[src/rtl/conv_param_loader.sv]
// conv_param_loader: streams parameter words into conv1d bank memory, reads them back and checks an XOR checksum.
module conv_param_loader #(
  parameter int NUM_FILTERS = 8,
  parameter int COLUMN_LEN = 2,
  parameter int BW = 8,
  localparam int ADDR_BW = (NUM_FILTERS > 1) ? $clog2(NUM_FILTERS) : 1,
  localparam int VECTOR_BW = COLUMN_LEN * BW
) (
  input  logic                 clk_i,
  input  logic                 rst_i,
  input  logic                 start_i,
  input  logic [VECTOR_BW-1:0] cfg_data_i,
  input  logic                 cfg_valid_i,
  output logic                 cfg_ready_o,
  output logic                 mem_wr_en_o,
  output logic                 mem_rd_en_o,
  output logic [1:0]           mem_bank_o,
  output logic [ADDR_BW-1:0]   mem_addr_o,
  output logic [VECTOR_BW-1:0] mem_wr_data_o,
  input  logic [VECTOR_BW-1:0] mem_rd_data_i,
  output logic                 busy_o,
  output logic                 done_o,
  output logic                 err_o
);
  localparam logic [2:0] IDLE = 3'd0, LOAD = 3'd1, VERIFY = 3'd2, CHECK = 3'd3, DONE = 3'd4;
  localparam logic [ADDR_BW-1:0] LAST_ADDR = ADDR_BW'(NUM_FILTERS - 1);
  logic [2:0] state_q, state_d;
  logic [1:0] bank_q, bank_d;
  logic [ADDR_BW-1:0] addr_q, addr_d;
  logic [VECTOR_BW-1:0] wr_sum_q, wr_sum_d, rd_sum_q, rd_sum_d, rd_fold;
  logic rd_pend_q, err_q, err_d, hs, adv, last, strobe;
  always_comb begin
    hs = state_q == LOAD && cfg_valid_i;
    adv = hs || state_q == VERIFY;
    last = bank_q == 2'd3 && addr_q == LAST_ADDR;
    // read data lands one cycle after its strobe, so the final word is folded in CHECK
    rd_fold = rd_pend_q ? rd_sum_q ^ mem_rd_data_i : rd_sum_q;
    state_d = state_q;
    bank_d = bank_q;
    addr_d = addr_q;
    wr_sum_d = hs ? wr_sum_q ^ cfg_data_i : wr_sum_q;
    rd_sum_d = rd_fold;
    err_d = err_q;
    if (adv) begin
      addr_d = addr_q == LAST_ADDR ? '0 : addr_q + 1'b1;
      bank_d = addr_q == LAST_ADDR ? bank_q + 2'd1 : bank_q;
    end
    if (state_q == IDLE && start_i) begin
      state_d = LOAD;
      bank_d = '0;
      addr_d = '0;
      wr_sum_d = '0;
      rd_sum_d = '0;
      err_d = 1'b0;
    end
    if (adv && last) state_d = state_q == LOAD ? VERIFY : CHECK;
    if (state_q == CHECK) begin
      err_d = wr_sum_q != rd_fold;
      state_d = DONE;
    end
    if (state_q == DONE) state_d = IDLE;
  end
  always_ff @(posedge clk_i or posedge rst_i) begin
    if (rst_i) begin
      state_q <= IDLE;
      bank_q <= '0;
      addr_q <= '0;
      wr_sum_q <= '0;
      rd_sum_q <= '0;
      rd_pend_q <= 1'b0;
      err_q <= 1'b0;
    end else begin
      state_q <= state_d;
      bank_q <= bank_d;
      addr_q <= addr_d;
      wr_sum_q <= wr_sum_d;
      rd_sum_q <= rd_sum_d;
      rd_pend_q <= mem_rd_en_o;
      err_q <= err_d;
    end
  end
  assign strobe = hs || state_q == VERIFY;
  assign cfg_ready_o = state_q == LOAD;
  assign mem_wr_en_o = hs;
  assign mem_rd_en_o = state_q == VERIFY;
  assign mem_bank_o = strobe ? bank_q : '0;
  assign mem_addr_o = strobe ? addr_q : '0;
  assign mem_wr_data_o = hs ? cfg_data_i : '0;
  assign busy_o = state_q == LOAD || state_q == VERIFY || state_q == CHECK;
  assign done_o = state_q == DONE;
  assign err_o = err_q;
endmodule

[config.mk]
export PLATFORM = sky130hd
export DESIGN_NAME = conv_param_loader
export DESIGN_NICKNAME = d
export VERILOG_FILES = /design/src/rtl/conv_param_loader.sv
export SDC_FILE = /design/constraint.sdc
export NUM_CORES = 1
export LEC_CHECK = 0
export ABC_AREA = 1
export BUFFER_PORTS_ARGS = -buffer_cell sky130_fd_sc_hd__buf_2
export CAP_MARGIN = 20
export CORE_ASPECT_RATIO = 0.7
export CORE_MARGIN = 2
export CORE_UTILIZATION = 45
export DETAILED_ROUTE_END_ITERATION = 8
export PLACE_DENSITY_LB_ADDON = 0.05
export SETUP_SLACK_MARGIN = 0.15
export SYNTH_ARGS = -nofsm -noshare
export SYNTH_HDL_FRONTEND = slang
export SYNTH_SLANG_ARGS = --single-unit
[constraint.sdc]
create_clock -name clk_i -period 1.3 [get_ports clk_i]
set_clock_uncertainty 0.05 [all_clocks]
set_input_delay 0.26 -clock clk_i [delete_from_list [all_inputs] [get_ports clk_i]]
set_output_delay 0.26 -clock clk_i [all_outputs]
set_load 0.01 [all_outputs]
==> summary.md, run 1 <==
| Metric | Value |
|---|---|
| Post-synthesis area per instance | `around 7.0 um^2` |
| Critical path class | `flip-flop to output pin` |
| Die Span Y | `roughly 66 um` |
| Via count | `~2700` |
| Antenna Nets Post-Route | `0` |
| Max-slew headroom | `between 80% and 90%` |
| GRT Total Usage | `21.2%` |
| Unrepaired setup endpoints after global routing | `yes` |
| Hold Path Class | `primary input to flip-flop` |
| Leak | `about 2.2 nW` |
| Startpoint types | `flip-flop` |
| Vias per Instance | `approximately 4.8` |
| Sw frac | `39.2%` |
| Yosys warns | `0` |
| Initial core utilization | `47.1%` |
| NetSw | `around 2.3 mW` |
| CP endpoint kind | `output pin` |
| Largest buffer count on any clock path | `2` |
| FF+latch count, synth | `42` |
| Comb pwr share | `50.7%` |
| First-pass GRT wire length | `roughly 10000 um` |
| Top Ports | `between 60 and 70` |
| Router iterations before antenna repair | `4` |
| Fin crit period | `~1800 ps` |
| Pwr Density | `around 1500 nW/um^2` |
| Share of layout cells above drive strength 1 | `40.5%` |
| Setup WS post-layout | `-475 ps` |
| CTS clock-pin slew for the worst setup and hold paths | `80 ps` |
| WP data required | `between 900 and 1000 ps` |
| Vias in the first global route | `about 2200` |
| Number of antenna violations at the first check in global routing | `0` |
| Fillcell total | `approximately 430` |
| Fmax | `between 500 and 600 MHz` |
| CTS Sinks | `42` |
| Post-synthesis sequential area ratio | `a little over two fifths` |
| Slew Limit Fails | `0` |
| Internal | `around 3.5 mW` |
| IO buf count | `a little over 60` |
| Crit share post-route | `137%` |
| CTS tree | `done` |
| Distinct cell type count after synthesis | `20` |
| Post-Syn Area | `2490 um^2` |
| Maximum VDD drop | `around 0.00080 V` |
| Root buffer cell | `clkbuf_8` |
| Hold slack | `roughly 290 ps` |
| Iteration-0 DRC Markers | `between 90 and 100` |
| Placement row count | `22` |
| Leading area contributor after synthesis | `dfrtp_1` |
| Gpl congestion | `0.802` |
| Area of the multi-input gates | `1310 um^2` |
| Largest net degree at the start of global routing | `34` |
| Diodes inserted | `0` |
| Status | `complete, but fails checks` |
| Post-synth top area share | `42.2%` |
| Syn Inst Count | `roughly 360` |
| Worst path arrival time | `approximately 1500 ps` |
| Clock Latency Late Sink | `300 ps` |
| Area Overhead vs Synth | `58.4%` |
| Die ar. | `between 6000 and 7000 um^2` |
| Die W | `~93 um` |
| Violated checks | `setup timing` |
| Dpl ws | `-267 ps` |
| Dominant cells by area after synthesis | `dfrtp_1 (42%), nand2_1 (17%), inv_1 (11%), nand3_1 (5.8%), nor2_4 (5.4%)` |
| Final hold vios | `0` |
| Routed wire per std cell | `approximately 13 um` |
| Final setup violation count | `67` |
| Worst Max-Slew Pin Slew | `297 ps` |
| Final #Nets | `525` |
| Clock power frac | `15.2%` |
| Max FO, Critical Path | `7` |
| Residual DRC count | `0` |
| Register area | `~1100 um^2` |
| Drt total wl | `just over 7000 um` |
| Max Cap Viol | `0` |
| Total grt overflow | `0` |
| Total CTS buffers | `5` |
| HPWL Detailed | `~4500 um` |
| Core box area | `around 5300 um^2` |
| Mapped Nets | `slightly below 400` |
| Seq pwr share | `about 34%` |
| H-Tree Depth | `2` |
==> layout make-up <==
| type | instances | area share [%] |
|---|---|---|
| Multi-Input combinational cell | 231 | 33.2 |
| Timing Repair Buffer | 130 | 27.6 |
| Sequential cell | 42 | 26.7 |
| Inverter | 75 | 7.56 |
| Tap cell | 72 | 2.29 |
| Clock buffer | 7 | 2.19 |
| Timing Repair inverter | 1 | 0.286 |
| Clock inverter | 1 | 0.127 |
==> flip-flops by register name (all words and copies together), names as in the netlist <==
| register | count |
|---|---|
| rd_sum_q | 16 |
| wr_sum_q | 16 |
| addr_q | 3 |
| state_q | 3 |
| bank_q | 2 |
| err_o | 1 |
| rd_pend_q | 1 |
==> power groups by stage <==
stage / combinational [mW] / sequential (mW) / clock, mW
after floorplan: 1.32 / 1.87 / 0
after global placement: 1.92 / 1.91 / 0
after detailed placement: 1.96 / 1.93 / 0
after CTS: 2.16 / 1.91 / 0.892
after global routing: 3.21 / 2.03 / 0.960
final: 2.95 / 1.98 / 0.886
==> cells in the final DEF, fill, tap and decap left out, types with 7 or more instances in the layout <==
| cell type | n |
|---|---|
| buf_4 | 46 |
| o21ai_2 | 15 |
| nand2_2 | 7 |
| buf_2 | 45 |
| inv_1 | 70 |
| a21oi_1 | 13 |
| nor2_4 | 20 |
| nor2_1 | 13 |
| nand3_1 | 28 |
| dfrtp_1 | 40 |
| nand2_1 | 103 |
| buf_6 | 30 |
==> critical path: stages, from the launching register on <==
cell and delay, ps:
dfrtp_1 390, inv_2 80, nand3_4 90, nor2_4 160, buf_4 150, nor2_4 50
nor2_1 110, buf_2 140
==> cell usage after synthesis <==
master / n
nor2_2: 1
nor2_4: 12
o21ai_1: 9
nor3_2: 1
nand3b_1: 6
a21oi_1: 16
nor2_1: 23
buf_6: 1
buf_2: 4
clkbuf_1: 3
nor3_1: 2
dfrtp_1: 42
ha_1: 3
nand4_1: 1
inv_2: 2
nand3_1: 29
inv_1: 73
nand3_2: 1
o21ai_0: 16
nand2_1: 111
==> routing by layer <==
metal	share of wire (%)	track usage, %
met5	0	0
met4	0.95	4.96
met3	5.4	3.76
met2	50	34.1
met1	44	30.1
==> through the flow <==
| stage | instances | setup TNS [ps] | cell area [um^2] | power (mW) | util (%) |
|---|---|---|---|---|---|
| 2_1_floorplan | 356 | -5180 | 2540 | 3.19 | - |
| 3_3_place_gp | 524 | -8320 | 3210 | 3.83 | 60.8 |
| 3_5_place_dp | 524 | -9490 | 3210 | 3.89 | 60.8 |
| 4_1_cts | 540 | -14970 | 3430 | 4.96 | 64.8 |
| 5_1_grt | 559 | -27310 | 3940 | 6.20 | 74.6 |
| 6_report | 559 | -22580 | 3940 | 5.82 | 74.6 |
==> kinds of logic (layout without fill, tap and decap cells) <==
logic type / after synthesis / count (layout) / share of synthesized area, %
AND/OR/NAND/NOR: 187 / 187 / 35.0
buffers and inverters: 83 / 214 / 13.0
flip-flops: 42 / 42 / 42.2
AO/OA/AOI/OAI: 41 / 41 / 8.25
adder cells (fa/ha/maj): 3 / 3 / 1.51
==> worst paths after layout <==
check | start | to | slack [ps] | depth (start not counted)
min reg2reg | wr_sum_q[6] | wr_sum_q[6] | 460 | 1
max in group asynchronous | rst_i | state_q[0] | 330 | 4
min in group asynchronous | rst_i | wr_sum_q[4] | 410 | 3
min | cfg_data_i[12] | wr_sum_q[12] | 290 | 4
max | state_q[2] | mem_addr_o[1] | -480 | 7
max reg2reg | state_q[2] | state_q[0] | -450 | 11
==> timing repair <==
item	CTS	global route
hold buffers	1	0
resized for setup	22	80
setup buffers	7	14
endpoints found under the hold margin	9	0
pin swaps	4	11
setup endpoints to repair	68	69
cloned	0	5
(Power assumes the default switching activity.)
==> inputs of run 2 (changes only) <==
- ABC_AREA: 1 -> unset
==> run 2 against run 1 <==
Compared with the run above: the run still ends with setup timing left; first-iteration DRC count is 44% lower; critical endpoint is now mem_wr_data_o[1]; synthesized area is 2.2% lower; clock power is 3.6% lower; register-to-register slack hardly changed; die area is 2.0% lower; worst setup slack worse by 55 ps; via count is 19% lower; combinational power is 16% higher; critical path depth is 2 lower; wire length is 0.42% lower.
==> summary.md, run 2 <==
| Metric | Value |
|---|---|
| Status | `complete, but fails checks` |
| Dominant cells by area after synthesis | `dfrtp_1 (43%), xnor2_1 (8.6%), xor2_1 (7.9%), xnor3_1 (6.5%), nor2_1 (5.2%)` |
| Leak | `2.04 nW` |
| Post-route insts no fill | `around 450` |
| Die W | `91.9 um` |
| Vias per Instance | `4.76` |
| Inst Count DP | `421` |
| Biggest regs | `rd_sum_q (16), wr_sum_q (16)` |
| CTS Sinks | `42` |
| Hold slack | `about 300 ps` |
| Residual DRC count | `0` |
| Worst path arrival time | `about 1500 ps` |
| Gpl congestion | `roughly 0.77` |
| Pwr Total | `about 6.3 mW` |
| H-Tree Depth | `2` |
| Largest net degree at the start of global routing | `43` |
| Startpoint types | `flip-flop` |
| Final #Nets | `420` |
| Crit share post-route | `141%` |
| Core box area | `around 5200 um^2` |
| Fin crit period | `about 1800 ps` |
| Buffers plus inverters on the worst setup path | `2` |
| Total CTS buffers | `5` |
| Slowest stage cell, crit path | `dfrtp_1` |
| Post-synthesis area per instance | `roughly 11 um^2` |
| Yosys warns | `0` |
| Min-delay src | `start_i` |
| CTS clock-pin slew for the worst setup and hold paths | `around 70 ps` |
| WP data required | `~990 ps` |
| Delay-heaviest family, CP | `simple AND/OR/NAND/NOR gates` |
| Max FO, Critical Path | `17` |
| Final Util | `between 80% and 90%` |
| Unrepaired setup endpoints after global routing | `yes` |
| Hold path depth | `3` |
| EDFF count, synth | `0` |
| Hold Path Class | `primary input to flip-flop` |
| FF-to-FF path depth | `8` |
| Via count | `approximately 2200` |
| Worst reg2reg setup slack | `-450 ps` |
| Distinct cell type count after synthesis | `35` |
| Die ar. | `6020 um^2` |
| Diodes inserted | `0` |
| CTS tree | `done` |
| Post-synth top area share | `43.2%` |
| Largest buffer count on any clock path | `2` |
| Violated checks | `setup timing` |
| HPWL Detailed | `~4000 um` |
| Commonest cells in the synthesized netlist | `dfrtp_1 (42), nor2_1 (34), xnor2_1 (24)` |
| Fmax | `546 MHz` |
| Top Ports | `63` |
| Largest stage delay on the critical path | `roughly 380 ps` |
| Slew Limit Fails | `0` |
| Critical path depth | `5` |
| Clock Latency Late Sink | `about 300 ps` |
| Antenna Nets Post-Route | `0` |
| Total grt overflow | `0` |
| Max Cap Viol | `0` |
| Placement row count | `22` |
| Worst Hold End | `state_q[0]` |
| Vias in the first global route | `2169` |
| Iteration-0 DRC Markers | `55` |
| Pwr Density | `1480 nW/um^2` |
| GRT Total Usage | `roughly 23%` |
| Critical path class | `flip-flop to output pin` |
| Area Overhead vs Synth | `74.8%` |
| Setup WS post-layout | `-530 ps` |
| Share of layout cells above drive strength 1 | `65.8%` |
| Synth Flop Type | `dfrtp_1` |
| Post-synthesis sequential area ratio | `a little over two fifths` |
| Syn Inst Count | `approximately 230` |
| Commonest non-fill, non-tap cell in the layout | `buf_4` |
| Final hold vios | `0` |
| Maximum VDD drop | `slightly above 0.0009 V` |
| First-pass GRT wire length | `10700 um` |
| Post-Syn Area | `~2400 um^2` |
| RR Startpoint | `state_q[1]` |
| CP endpoint kind | `output pin` |
| Worst Max-Slew Pin Slew | `roughly 320 ps` |
| Top-count cell post-synth | `dfrtp_1` |
| Die Span Y | `approximately 66 um` |
| IO buf count | `just over 60` |
| Root buffer cell | `clkbuf_8` |
| Worst R2R End | `wr_sum_q[4]` |
| Router iterations before antenna repair | `4` |
| FF+latch count, synth | `42` |
| Commonest cells after routing, fill and taps aside | `buf_4 (66), buf_2 (45), dfrtp_1 (39), buf_6 (32)` |
| Initial core utilization | `46.6%` |
| Ys async rst share | `100%` |
| Max-slew headroom | `about four fifths` |
| Mapped Nets | `around 270` |
| Final setup violation count | `between 60 and 70` |
| Number of antenna violations at the first check in global routing | `0` |
| Drt total wl | `between 7000 and 8000 um` |
| Sequence of cells on the critical path | `nand2b_4 -> nor3b_4 -> buf_12 -> and2_1 -> buf_2` |
| Routed wire per std cell | `around 16 um` |
| Leading area contributor after synthesis | `dfrtp_1` |
run 2: cell type report:
| cell class | count | area, um^2 |
|---|---|---|
| inverter | 1 | 7.51 |
| multi-input combinational | 175 | 1680 |
| sequential | 42 | 1050 |
| tap | 72 | 90.1 |
| clock buffer | 6 | 82.6 |
| timing repair buffer | 156 | 1340 |
| fill | 317 | 973 |
run 2: timing repair:
action                                  CTS  global route
gates cloned                              3             1
pin swaps                                39             9
gates resized for setup                  83            35
buffers inserted                         15             5
hold buffers                              1             0
endpoints found under the hold margin    42             0
endpoints found under the setup margin   67            69
run 2: through the flow:
step           cell area [um^2]  worst slack (ps)  setup TNS, ps
2_1_floorplan              2560              -233         -11090
3_3_place_gp               3420              -307         -10550
3_5_place_dp               3420              -357         -10890
4_1_cts                    4070              -527         -26390
5_1_grt                    4260              -609         -32330
6_report                   4260              -530         -28190
run 2: how the worst max path moves through the flow:
stage / startpoint / end / slack (ps)
after CTS: state_q[2] / mem_wr_data_o[1] / -530
after floorplan: state_q[2] / wr_sum_q[10] / -230
final: state_q[2] / mem_wr_data_o[1] / -530
after global routing: state_q[2] / mem_wr_data_o[1] / -610
after detailed placement: rd_pend_q / err_o / -360
after global placement: rd_pend_q / err_o / -310
run 2: metal layers:
metal  global-route usage [%]  share of wire (%)  vias to the layer above
met2                     41.3                 51                       52
met1                     30.0                 44                     1055
met4                     4.48               0.69                        0
met3                     4.70                3.9                        6
li1                         -                  -                     1038
met5                        0                  0                        -
run 2: cells by family (layout without fill, tap and decap cells):
group	count (synthesis)	in the layout	share of synthesized area, %
simple gates	101	101	23.1
compound gates	14	14	3.39
flops	42	42	43.2
fa+ha+maj	3	3	1.54
buf+inv	11	163	3.55
xor+xnor	54	54	24.0
mux	3	3	1.23
run 2: where the power goes:
| part | internal (mW) | total (mW) | switching [mW] |
|---|---|---|---|
| combinational | 2.12 | 3.43 | 1.31 |
| clock | 0.410 | 0.854 | 0.444 |
| sequential | 1.72 | 2.04 | 0.318 |
run 2: worst register-to-register path, delay by kind of cell, from the launching register on:
kind / cells / cell delay (ps)
buffers and inverters: 6 / 800
flip-flops: 1 / 440
AND/OR/NAND/NOR: 2 / 340
